**config.mk**
```make
export PLATFORM = sky130hd
export DESIGN_NAME = xor_parity_rx
export DESIGN_NICKNAME = d
export VERILOG_FILES = /design/src/rtl/xor_parity_rx.sv
export SDC_FILE = /design/constraint.sdc
export NUM_CORES = 1
export LEC_CHECK = 0
export CAP_MARGIN = 40
export CELL_PAD_IN_SITES_DETAIL_PLACEMENT = 1
export CELL_PAD_IN_SITES_GLOBAL_PLACEMENT = 2
export CORE_UTILIZATION = 33
export CTS_BUF_LIST = sky130_fd_sc_hd__clkbuf_8
export DETAILED_ROUTE_END_ITERATION = 10
export GPL_ROUTABILITY_DRIVEN = 0
export PLACE_DENSITY = 0.78
export SYNTH_ARGS = -nofsm -noshare
export SYNTH_HDL_FRONTEND = slang
export SYNTH_SLANG_ARGS = --single-unit
```
**constraint.sdc**
```tcl
create_clock -name clk -period 1.7 [get_ports clk]
set_clock_uncertainty 0.1 [all_clocks]
set_input_delay 0.34 -clock clk [delete_from_list [all_inputs] [get_ports clk]]
set_output_delay 0.34 -clock clk [all_outputs]
set_load 0.05 [all_outputs]
```
**src/rtl/xor_parity_rx.sv**
```systemverilog
// xor_parity_rx
//   Receive side of the XOR-parity serial link. It collects DATA_W data bits
//   (LSB first) and then one parity bit. It recomputes the XOR of the data bits
//   and presents the word with a parity-error flag on a valid/ready port.
//
// Parameters
//   DATA_W : data bits per frame (2..32)
//   ODD    : 0 = even parity, 1 = odd parity
//
// Ports
//   clk, rst   : clock and synchronous active-high reset
//   bit_in     : serial line bit, qualified by bit_valid
//   bit_valid  : bit_in carries a line bit this cycle
//   sof        : with bit_valid, marks the current bit as data bit 0
//   out_data   : received word, bit 0 = first bit received
//   out_perr   : parity mismatch for the word on out_data
//   out_valid  : out_data/out_perr hold a word not yet accepted
//   out_ready  : consumer accepts the word when out_valid is also 1
//   overrun    : sticky flag, a completed frame was dropped (output occupied)
//   busy       : a frame is in progress
module xor_parity_rx #(
  parameter int DATA_W = 8,
  parameter bit ODD    = 1'b0
) (
  input  logic              clk,
  input  logic              rst,
  input  logic              bit_in,
  input  logic              bit_valid,
  input  logic              sof,
  output logic [DATA_W-1:0] out_data,
  output logic              out_perr,
  output logic              out_valid,
  input  logic              out_ready,
  output logic              overrun,
  output logic              busy
);

  // Wide enough to hold DATA_W itself, so the increment after the last data
  // bit cannot wrap.
  localparam int CNT_W = $clog2(DATA_W + 1);

  typedef enum logic [1:0] {
    IDLE = 2'd0,
    DATA = 2'd1,
    PAR  = 2'd2
  } state_t;

  state_t              state_reg;
  logic [CNT_W-1:0]    cnt_reg;
  logic                xor_reg;
  logic [DATA_W-1:0]   shift_reg;
  logic [DATA_W-1:0]   shift_next;
  logic [DATA_W-1:0]   out_data_reg;
  logic                out_perr_reg;
  logic                out_valid_reg;
  logic                overrun_reg;

  logic                start_bit;
  logic                data_bit;
  logic                par_bit;
  logic                last_data;
  logic                wr_en;
  logic [CNT_W-1:0]    wr_pos;
  logic                frame_perr;
  logic                slot_free;

  // sof with bit_valid restarts the frame in any state. A partial frame is
  // abandoned without raising any flag.
  assign start_bit  = bit_valid & sof;
  assign data_bit   = bit_valid & ~sof & (state_reg == DATA);
  assign par_bit    = bit_valid & ~sof & (state_reg == PAR);
  assign last_data  = data_bit & (cnt_reg == CNT_W'(DATA_W - 1));

  assign wr_en      = start_bit | data_bit;
  assign wr_pos     = start_bit ? '0 : cnt_reg;

  assign frame_perr = xor_reg ^ bit_in ^ ODD;

  // The output register can take a new word if it is empty, or if its current
  // word is accepted in this same cycle.
  assign slot_free  = ~out_valid_reg | out_ready;

  // Each shift-register bit is loaded only when its own position is written.
  // The other bits keep their values.
  generate
    for (genvar gi = 0; gi < DATA_W; gi++) begin : g_shift
      assign shift_next[gi] = (wr_en && (wr_pos == CNT_W'(gi))) ? bit_in
                                                                 : shift_reg[gi];
    end
  endgenerate

  always_ff @(posedge clk) begin
    if (rst) begin
      state_reg     <= IDLE;
      cnt_reg       <= '0;
      xor_reg       <= 1'b0;
      shift_reg     <= '0;
      out_data_reg  <= '0;
      out_perr_reg  <= 1'b0;
      out_valid_reg <= 1'b0;
      overrun_reg   <= 1'b0;
    end else begin
      shift_reg <= shift_next;

      // Frame sequencing.
      if (start_bit) begin
        state_reg <= DATA;
        cnt_reg   <= CNT_W'(1);
        xor_reg   <= bit_in;
      end else if (data_bit) begin
        cnt_reg <= cnt_reg + CNT_W'(1);
        xor_reg <= xor_reg ^ bit_in;
        if (last_data) begin
          state_reg <= PAR;
        end
      end else if (par_bit) begin
        state_reg <= IDLE;
        cnt_reg   <= '0;
        xor_reg   <= 1'b0;
      end

      // Output register and handshake.
      if (par_bit) begin
        if (slot_free) begin
          out_data_reg  <= shift_reg;
          out_perr_reg  <= frame_perr;
          out_valid_reg <= 1'b1;
        end else begin
          overrun_reg <= 1'b1;
        end
      end else if (out_valid_reg && out_ready) begin
        out_valid_reg <= 1'b0;
      end
    end
  end

  assign out_data  = out_data_reg;
  assign out_perr  = out_perr_reg;
  assign out_valid = out_valid_reg;
  assign overrun   = overrun_reg;
  assign busy      = (state_reg != IDLE);

endmodule

```
Word-level counts from Yosys, hierarchy flattened --
Index checks and enable logic that the tools add are counted.
Operators by class: multipliers 0, order comparisons 0, add/sub/neg operators 1, equality and inequality tests 13, shifts and indexed selects 0, muxes and demuxes 14, divide/modulo/power cells 0, reduce and logical (&&, ||, !) cells 20, bitwise gates (word level) 11
Operators by type and width (number):
- == test 4 x 3 -> 1 bit (second input constant) | 5
- two-way mux 4 bit | 3
- AND reduction 2 bit | 5
- logical AND 1 bit | 9
- == test 4 x 2 -> 1 bit (second input constant) | 2
- two-way mux 1 bit | 8
- two-way mux 2 bit | 3
- nonzero test 2 bit | 3
- bitwise AND 1 bit | 5
- adder 4 x 1 -> 4 bit (second input constant) | 1
- == test 4 x 1 -> 1 bit (second input constant) | 1
- logical NOT 4 bit | 1
- inequality test 2 x 1 -> 1 bit (second input constant) | 2
- inequality test 3 x 2 -> 1 bit (second input constant) | 1
- inverter 1 bit | 3
- nonzero test 3 bit | 1
- == test 2 x 1 -> 1 bit (second input constant) | 1
- == test 2 bit (second input constant) | 1
- OR 1 bit | 2
- OR reduction 2 bit | 1
- bitwise XOR 1 bit | 1
Word-level totals: output and inout port bits 12, bits in latches 0, bits in registers 26, input port bits 6, memories kept 0, memory bits (writable) 0, ROM bits 0, word-level logic and storage cells 76

Logic depth before layout (Yosys ltp) --
Gate-level depths: netlist of run 1.
depth after elaboration 7, gate-level depth with buffers 6, mapped depth without buffers 5

Least setup slack after synthesis of run 1 --
Ideal clock, no wire load.
path kind reg-to-reg, from register out_valid_reg (netlist: out_valid), to register out_data_reg[7] (netlist: out_data[7]), path buffers 0, setup slack 0.233 ns, clock period less this slack 1.467 ns, arrival time 1.239 ns, setup time 0.128 ns, stages on the path, launching flop included 5, cell sequence dfxtp_1 -> nand2b_1 -> nand2_4 -> mux2i_1 -> nor2_1
Between the ends: longest elaborated chain between the ends 3
RTL lines:
- start, declared | RTL line 55 | logic out_valid_reg;
- start signal, assigned | RTL line 100 | out_valid_reg <= 1'b0;
- start signal, assigned | RTL line 127 | out_valid_reg <= 1'b1;
- start signal, assigned | RTL line 132 | out_valid_reg <= 1'b0;
- inverter 1 bit | RTL line 81 | assign slot_free = ~out_valid_reg | out_ready;
- OR 1 bit | RTL line 81
- AND reduction 2 bit (no source line)
- end signal, assigned | RTL line 125 | out_data_reg <= shift_reg;
- end, declared | RTL line 53 | logic [DATA_W-1:0] out_data_reg;
Every way passes these cells. A chain may end at the register's enable or synchronous reset.

Worst setup path in the final report of run 1 --
from register state_reg[0], to output busy
Between the ends: longest elaborated chain between the ends 1
RTL lines:
- start, declared | RTL line 48 | state_t state_reg;
- start signal, assigned | RTL line 94 | state_reg <= IDLE;
- start signal, assigned | RTL line 107 | state_reg <= DATA;
- start signal, assigned | RTL line 114 | state_reg <= PAR;
- nonzero test 2 bit | RTL line 141 | assign busy = (state_reg != IDLE);
- end, declared | RTL line 35 | output logic busy
Every way passes these cells.

==> impl_metrics.env, run 1 <==
export IMPL_syn_area_um2=1189
export IMPL_clockBufferDepth=2
export IMPL_min_period_over_period_pct=94.21
export IMPL_synthArstFlopShare_pct=0
export IMPL_critPathLaunch="state_reg[0]"
export IMPL_yosysTopAreaCellShare_pct=43.79
export IMPL_tightest_slew_ns=0.3266
export IMPL_grt_util_all_layers_pct=17.36
export IMPL_cp_arrival_ns=1.16
export IMPL_p_int_uw=984.8
export IMPL_synth_area_per_cell_um2=8.740
export IMPL_cts_buffers=3
export IMPL_fill_cells=411
export IMPL_synth_seq_area_share_pct=43.79
export IMPL_die_area_um2=3846
export IMPL_worst_r2r_path_depth=5
export IMPL_place_inst=201
export IMPL_synth_fa_ha_area_share_pct=1.053
export IMPL_crit_fanout=6
export IMPL_critical_path_cell_chain="buf_4, nor2_2, inv_2, buf_12"
export IMPL_ys_seq_elements=26
export IMPL_synth_common_cells="dfxtp_1, nor2_1, mux2i_1, nand2_1, a21oi_1"
export IMPL_first_global_vias=1031
export IMPL_synthFlopType="dfxtp_1"
export IMPL_yosys_area_share_simple_pct=28.32
export IMPL_status="finished, final reports clean"
export IMPL_maxCapViolCount=0
export IMPL_setup_viol=0
export IMPL_p_clk_share_pct=41.1
export IMPL_fmax_mhz=624.4
export IMPL_dpl_hpwl_um=2170
export IMPL_hold_path_startpoint="shift_reg[1]"
export IMPL_start_util_pct=35.07
export IMPL_rsz0062_at_grt="no"
export IMPL_fin_nets=167
export IMPL_synth_compound_area_share_pct=10.11
export IMPL_finalPower_uw=1253
export IMPL_start_kind="flip-flop"
export IMPL_r2r_start="state_reg[1]"
export IMPL_drtIter0Drc=28
export IMPL_slew_limit_headroom_pct=78.19
export IMPL_grt_max_degree=23
export IMPL_numPortBuffers=17
export IMPL_coreArea_um2=3390
export IMPL_boundaryPins=18
export IMPL_required_ns=1.26
export IMPL_hold_violations=0
export IMPL_fin_tns_setup_ns=0
export IMPL_synth_fp_nets=143
export IMPL_clk_insertion_delay_late_ns=0.27
export IMPL_synth_area_leaders="dfxtp_1, mux2i_1, nor2_1"
export IMPL_ant_nets=0
export IMPL_cts_tree="yes"
export IMPL_place_ws_ns=-0.1405
export IMPL_synth_edf_count=0
export IMPL_ys_types=30
export IMPL_register_area_um2=523.0
export IMPL_synthCells=136
export IMPL_rows=21
export IMPL_fin_ws_ns=0.09849
export IMPL_overflow=0
export IMPL_ys_warn_count=0
export IMPL_synth_most_common_cell="dfxtp_1"
export IMPL_slowest_stage="dfxtp_2"
export IMPL_leakage_uw=0.0006635
export IMPL_syn_to_final_growth_pct=28.21
export IMPL_cts_setup_buffers=0
export IMPL_dr_pass1_iters=4
export IMPL_synth_top_family_by_area="simple AND/OR/NAND/NOR gates"
export IMPL_drv_slew=0
export IMPL_grt_pass1_wl_um=4726
export IMPL_clockRootBuffer="clkbuf_8"
export IMPL_fin_cells=205
export IMPL_power_density_nw_per_um2=822.0
export IMPL_cts_sinks=26
export IMPL_routedWlPerCell_um=14.25
export IMPL_synth_xor_area_share_pct=0.7368
export IMPL_crit_end="busy"
export IMPL_drc=0
export IMPL_die_h_um=62.02
export IMPL_reg2reg_slack_ns=0.28
export IMPL_crit_buf_inv=3
export IMPL_p_switching_uw=267.9
export IMPL_synth_top_area_cell="dfxtp_1"
export IMPL_slowest_delay_ns=0.36
export IMPL_ir_drop_uv=325.2
export IMPL_swShare_pct=21.39
export IMPL_r2r_end="shift_reg[0]"
export IMPL_multi_input_area_um2=620.6
export IMPL_critPathCaptureType="primary output"
export IMPL_cp_depth=4
export IMPL_antenna_found_initial=0
export IMPL_min_period_ns=1.602
export IMPL_p_seq_share_pct=50.0
export IMPL_via_count=1033
export IMPL_synth_area_mux_share_pct=11.79
export IMPL_wl_um=2921
export IMPL_die_x_um=62.02
export IMPL_htreeDepth=1
export IMPL_clk_pin_slew_ns=0.09
export IMPL_n_antenna_cell=0
export IMPL_final_layout_size_suffix_gt1_share_pct=22.64
export IMPL_pwr_share_comb_pct=8.9
export IMPL_path_delay_family="buffers and inverters"
export IMPL_viasPerCell=5.039
export IMPL_hold_path_class="reg -> reg"
export IMPL_crit_type="reg -> out"
-- through the flow --
step	area (µm²)	hold slack [ns]	utilization, %
finish	1524	0.3858	44.96
global route	1524	0.4138	44.96
CTS	1521	0.3956	44.89
detailed placement	1448	0.3808	42.71
global placement	1448	0.3527	42.71
floorplan	1189	0.3185	-
-- layer usage --
layer  global-route usage, %  vias to the layer above  wire (µm)
li1                        -                      513          -
met3                   2.484                        4         79
met2                   31.31                       14       1471
met1                   20.63                      502       1327
met5                       0                        -          0
met4                   6.667                        0         43
-- cells by family after synthesis --
group / Yosys count
xor+xnor: 1
flops: 26
simple gates: 62
compound gates: 21
mux: 14
buf+inv: 11
fa+ha+maj: 1
-- cells in the final DEF (no fill, tap or decap), types with 2 or more instances in the layout --
| master | count |
|---|---|
| nand4_1 | 3 |
| buf_12 | 2 |
| inv_1 | 2 |
| clkdlybuf4s50_1 | 5 |
| mux2i_1 | 14 |
| dfxtp_1 | 24 |
| nand2_1 | 14 |
| nand2b_1 | 6 |
| clkbuf_8 | 3 |
| o21ai_0 | 4 |
| a21oi_1 | 9 |
| nand3_1 | 8 |
| nor2_1 | 18 |
| a31oi_1 | 4 |
| dfxtp_2 | 2 |
| and4bb_4 | 2 |
| nor2b_1 | 3 |
| buf_4 | 20 |
-- worst min-delay path by stage --
stage                   end  slack (ns)  cells past startpoint
3_3_place_gp   shift_reg[1]        0.35                      2
6_report       shift_reg[1]        0.39                      2
3_5_place_dp   shift_reg[5]        0.38                      2
2_1_floorplan       xor_reg        0.32                      1
4_1_cts        shift_reg[1]        0.40                      2
5_1_grt        shift_reg[5]        0.41                      2
-- timing repair --
item | in CTS | in global routing
cloned | 0 | 0
hold buffers | 0 | 0
resized for setup | 2 | 2
endpoints found under the setup margin | 1 | 1
pin swaps | 0 | 0
-- worst min-delay path, cell delays in order, from the launching register on --
cell     delay [ns]
dfxtp_1        0.32
nand2_1        0.06
a21oi_1        0.06
-- power groups by stage --
stage               registers, µW  logic, µW  clock network, µW
global route                  628        124                555
finish                        626        112                515
detailed placement            640        111                  0
global placement              641        109                  0
floorplan                     633       63.1                  0
CTS                           626        112                526
-- area by class of cell --
type,count,share of cell area [%]
flip-flops and latches,26,34.32
inverters,3,0.7389
multi-input cells,99,40.72
clock inverters,1,1.970
well taps,46,3.777
repair buffers,27,15.76
clock buffers,3,2.709
(Power assumes the default switching activity.)
==> inputs of run 2 (changes only) <==
CORE_MARGIN = 3   (was not set)
==> impl_metrics.env, run 2 (synthesis results as in run 1) <==
export IMPL_grt_max_degree=23
export IMPL_overflow=0
export IMPL_min_period_ns=1.612
export IMPL_syn_to_final_growth_pct=28.84
export IMPL_die_h_um=66.02
export IMPL_maxCapViolCount=0
export IMPL_first_global_vias=1111
export IMPL_htreeDepth=1
export IMPL_fin_nets=168
export IMPL_dpl_hpwl_um=2253
export IMPL_start_util_pct=35.07
export IMPL_fin_ws_ns=0.08796
export IMPL_final_cell_mix="dfxtp_1, buf_4, nor2_1"
export IMPL_grt_util_all_layers_pct=15.78
export IMPL_rows=21
export IMPL_final_layout_size_suffix_gt1_share_pct=23.13
export IMPL_coreArea_um2=3390
export IMPL_die_x_um=66.02
export IMPL_drv_slew=0
export IMPL_slowest_delay_ns=0.37
export IMPL_hold_path_class="reg -> reg"
export IMPL_cts_hold_buffers=0
export IMPL_path_delay_family="buffers and inverters"
export IMPL_viasPerCell=5.092
export IMPL_clk_pin_slew_ns=0.09
export IMPL_cts_setup_buffers=0
export IMPL_via_count=1049
export IMPL_dr_pass1_iters=4
export IMPL_routedWlPerCell_um=14.56
export IMPL_wl_um=2999
export IMPL_ir_drop_uv=311.0
export IMPL_numPortBuffers=17
export IMPL_drc=0
export IMPL_place_ws_ns=-0.1359
export IMPL_clockRootBuffer="clkbuf_8"
export IMPL_min_period_over_period_pct=94.83
export IMPL_fmax_mhz=620.3
export IMPL_critPathCaptureType="primary output"
export IMPL_cts_sinks=26
export IMPL_leakage_uw=0.0006683
export IMPL_rsz0062_at_grt="no"
export IMPL_ant_nets=0
export IMPL_grt_pass1_wl_um=5257
export IMPL_slew_limit_headroom_pct=78.35
export IMPL_boundaryPins=18
export IMPL_layout_commonest_cell="dfxtp_1"
export IMPL_die_area_um2=4358
export IMPL_clk_insertion_delay_late_ns=0.27
export IMPL_power_density_nw_per_um2=824.1
export IMPL_antenna_found_initial=0
export IMPL_crit_type="reg -> out"
export IMPL_cts_buffers=3
export IMPL_cp_arrival_ns=1.17
export IMPL_setup_viol=0
export IMPL_slowest_stage="dfxtp_2"
export IMPL_crit_fanout=7
export IMPL_hold_violations=0
export IMPL_crit_buf_inv=3
export IMPL_drtIter0Drc=58
export IMPL_required_ns=1.26
export IMPL_fin_util_pct=45.18
export IMPL_critical_path_cell_chain="buf_4, nor2_2, inv_2, buf_12"
export IMPL_clockBufferDepth=2
export IMPL_start_kind="flip-flop"
export IMPL_cts_tree="yes"
export IMPL_status="finished, final reports clean"
export IMPL_n_antenna_cell=0
export IMPL_tightest_slew_ns=0.3244
[run 2: changes by cell type in the layout (fill, tap and decap cells not counted), sizes merged]
| cell | change |
|---|---|
| buf | +1 |
[run 2: final timing paths]
| check | to | depth (start not counted) | slack [ns] | startpoint |
|---|---|---|---|---|
| setup / recovery | busy | 4 | 0.09 | state_reg[0] |
| hold reg to reg | shift_reg[1] | 2 | 0.38 | shift_reg[1] |
| hold / removal | shift_reg[1] | 2 | 0.38 | shift_reg[1] |
| setup reg to reg | out_data[5] | 5 | 0.27 | state_reg[0] |
[run 2: stage by stage]
stage                     total power (µW)  std cells  TNS [ns]  cell area (µm²)  hold slack [ns]
after floorplan                      695.8        136         0             1189           0.3185
after detailed placement             754.8        202    -1.373             1455           0.3653
final                                 1262        206         0             1531           0.3799
after global placement               751.0        202   -0.5982             1455           0.3513
after global routing                  1313        206         0             1531           0.4083
after CTS                             1278        206         0             1529           0.3808
[run 2: worst register-to-register path, stage by stage, from the launching register on]
cell,delay [ns]
dfxtp_2,0.37
buf_4,0.16
and4bb_4,0.32
nand2_4,0.12
mux2i_1,0.21
nor2_1,0.05
[run 2: metal layers]
layer,vias to the layer above,part of all wire [%],GRT usage [%],wire length [µm]
met5,-,0,0,0
met4,0,1.5,6.091,46
met3,4,3.5,3.061,105
met2,18,49,27.03,1462
met1,513,46,19.35,1385
li1,514,-,-,-
[run 2: area by class of cell]
| class | instances | area [µm²] |
|---|---|---|
| repair buffers | 28 | 247.7 |
| multi-input cells | 99 | 620.6 |
| clock inverters | 1 | 30.03 |
| clock buffers | 3 | 41.29 |
| fillers | 403 | 1858 |
| flip-flops and latches | 26 | 523.0 |
| inverters | 3 | 11.26 |
| well taps | 46 | 57.56 |
[run 2: timing repair]
action | 4_1_cts | 5_1_grt
endpoints found under the hold margin | 0 | 0
endpoints found under the setup margin | 1 | 1
resized for setup | 2 | 2
[run 2: where the power goes]
part           internal (µW)  switching, µW  total, µW
clock network            315            205        521
registers                616           11.2        627
logic                   55.4           58.8        114
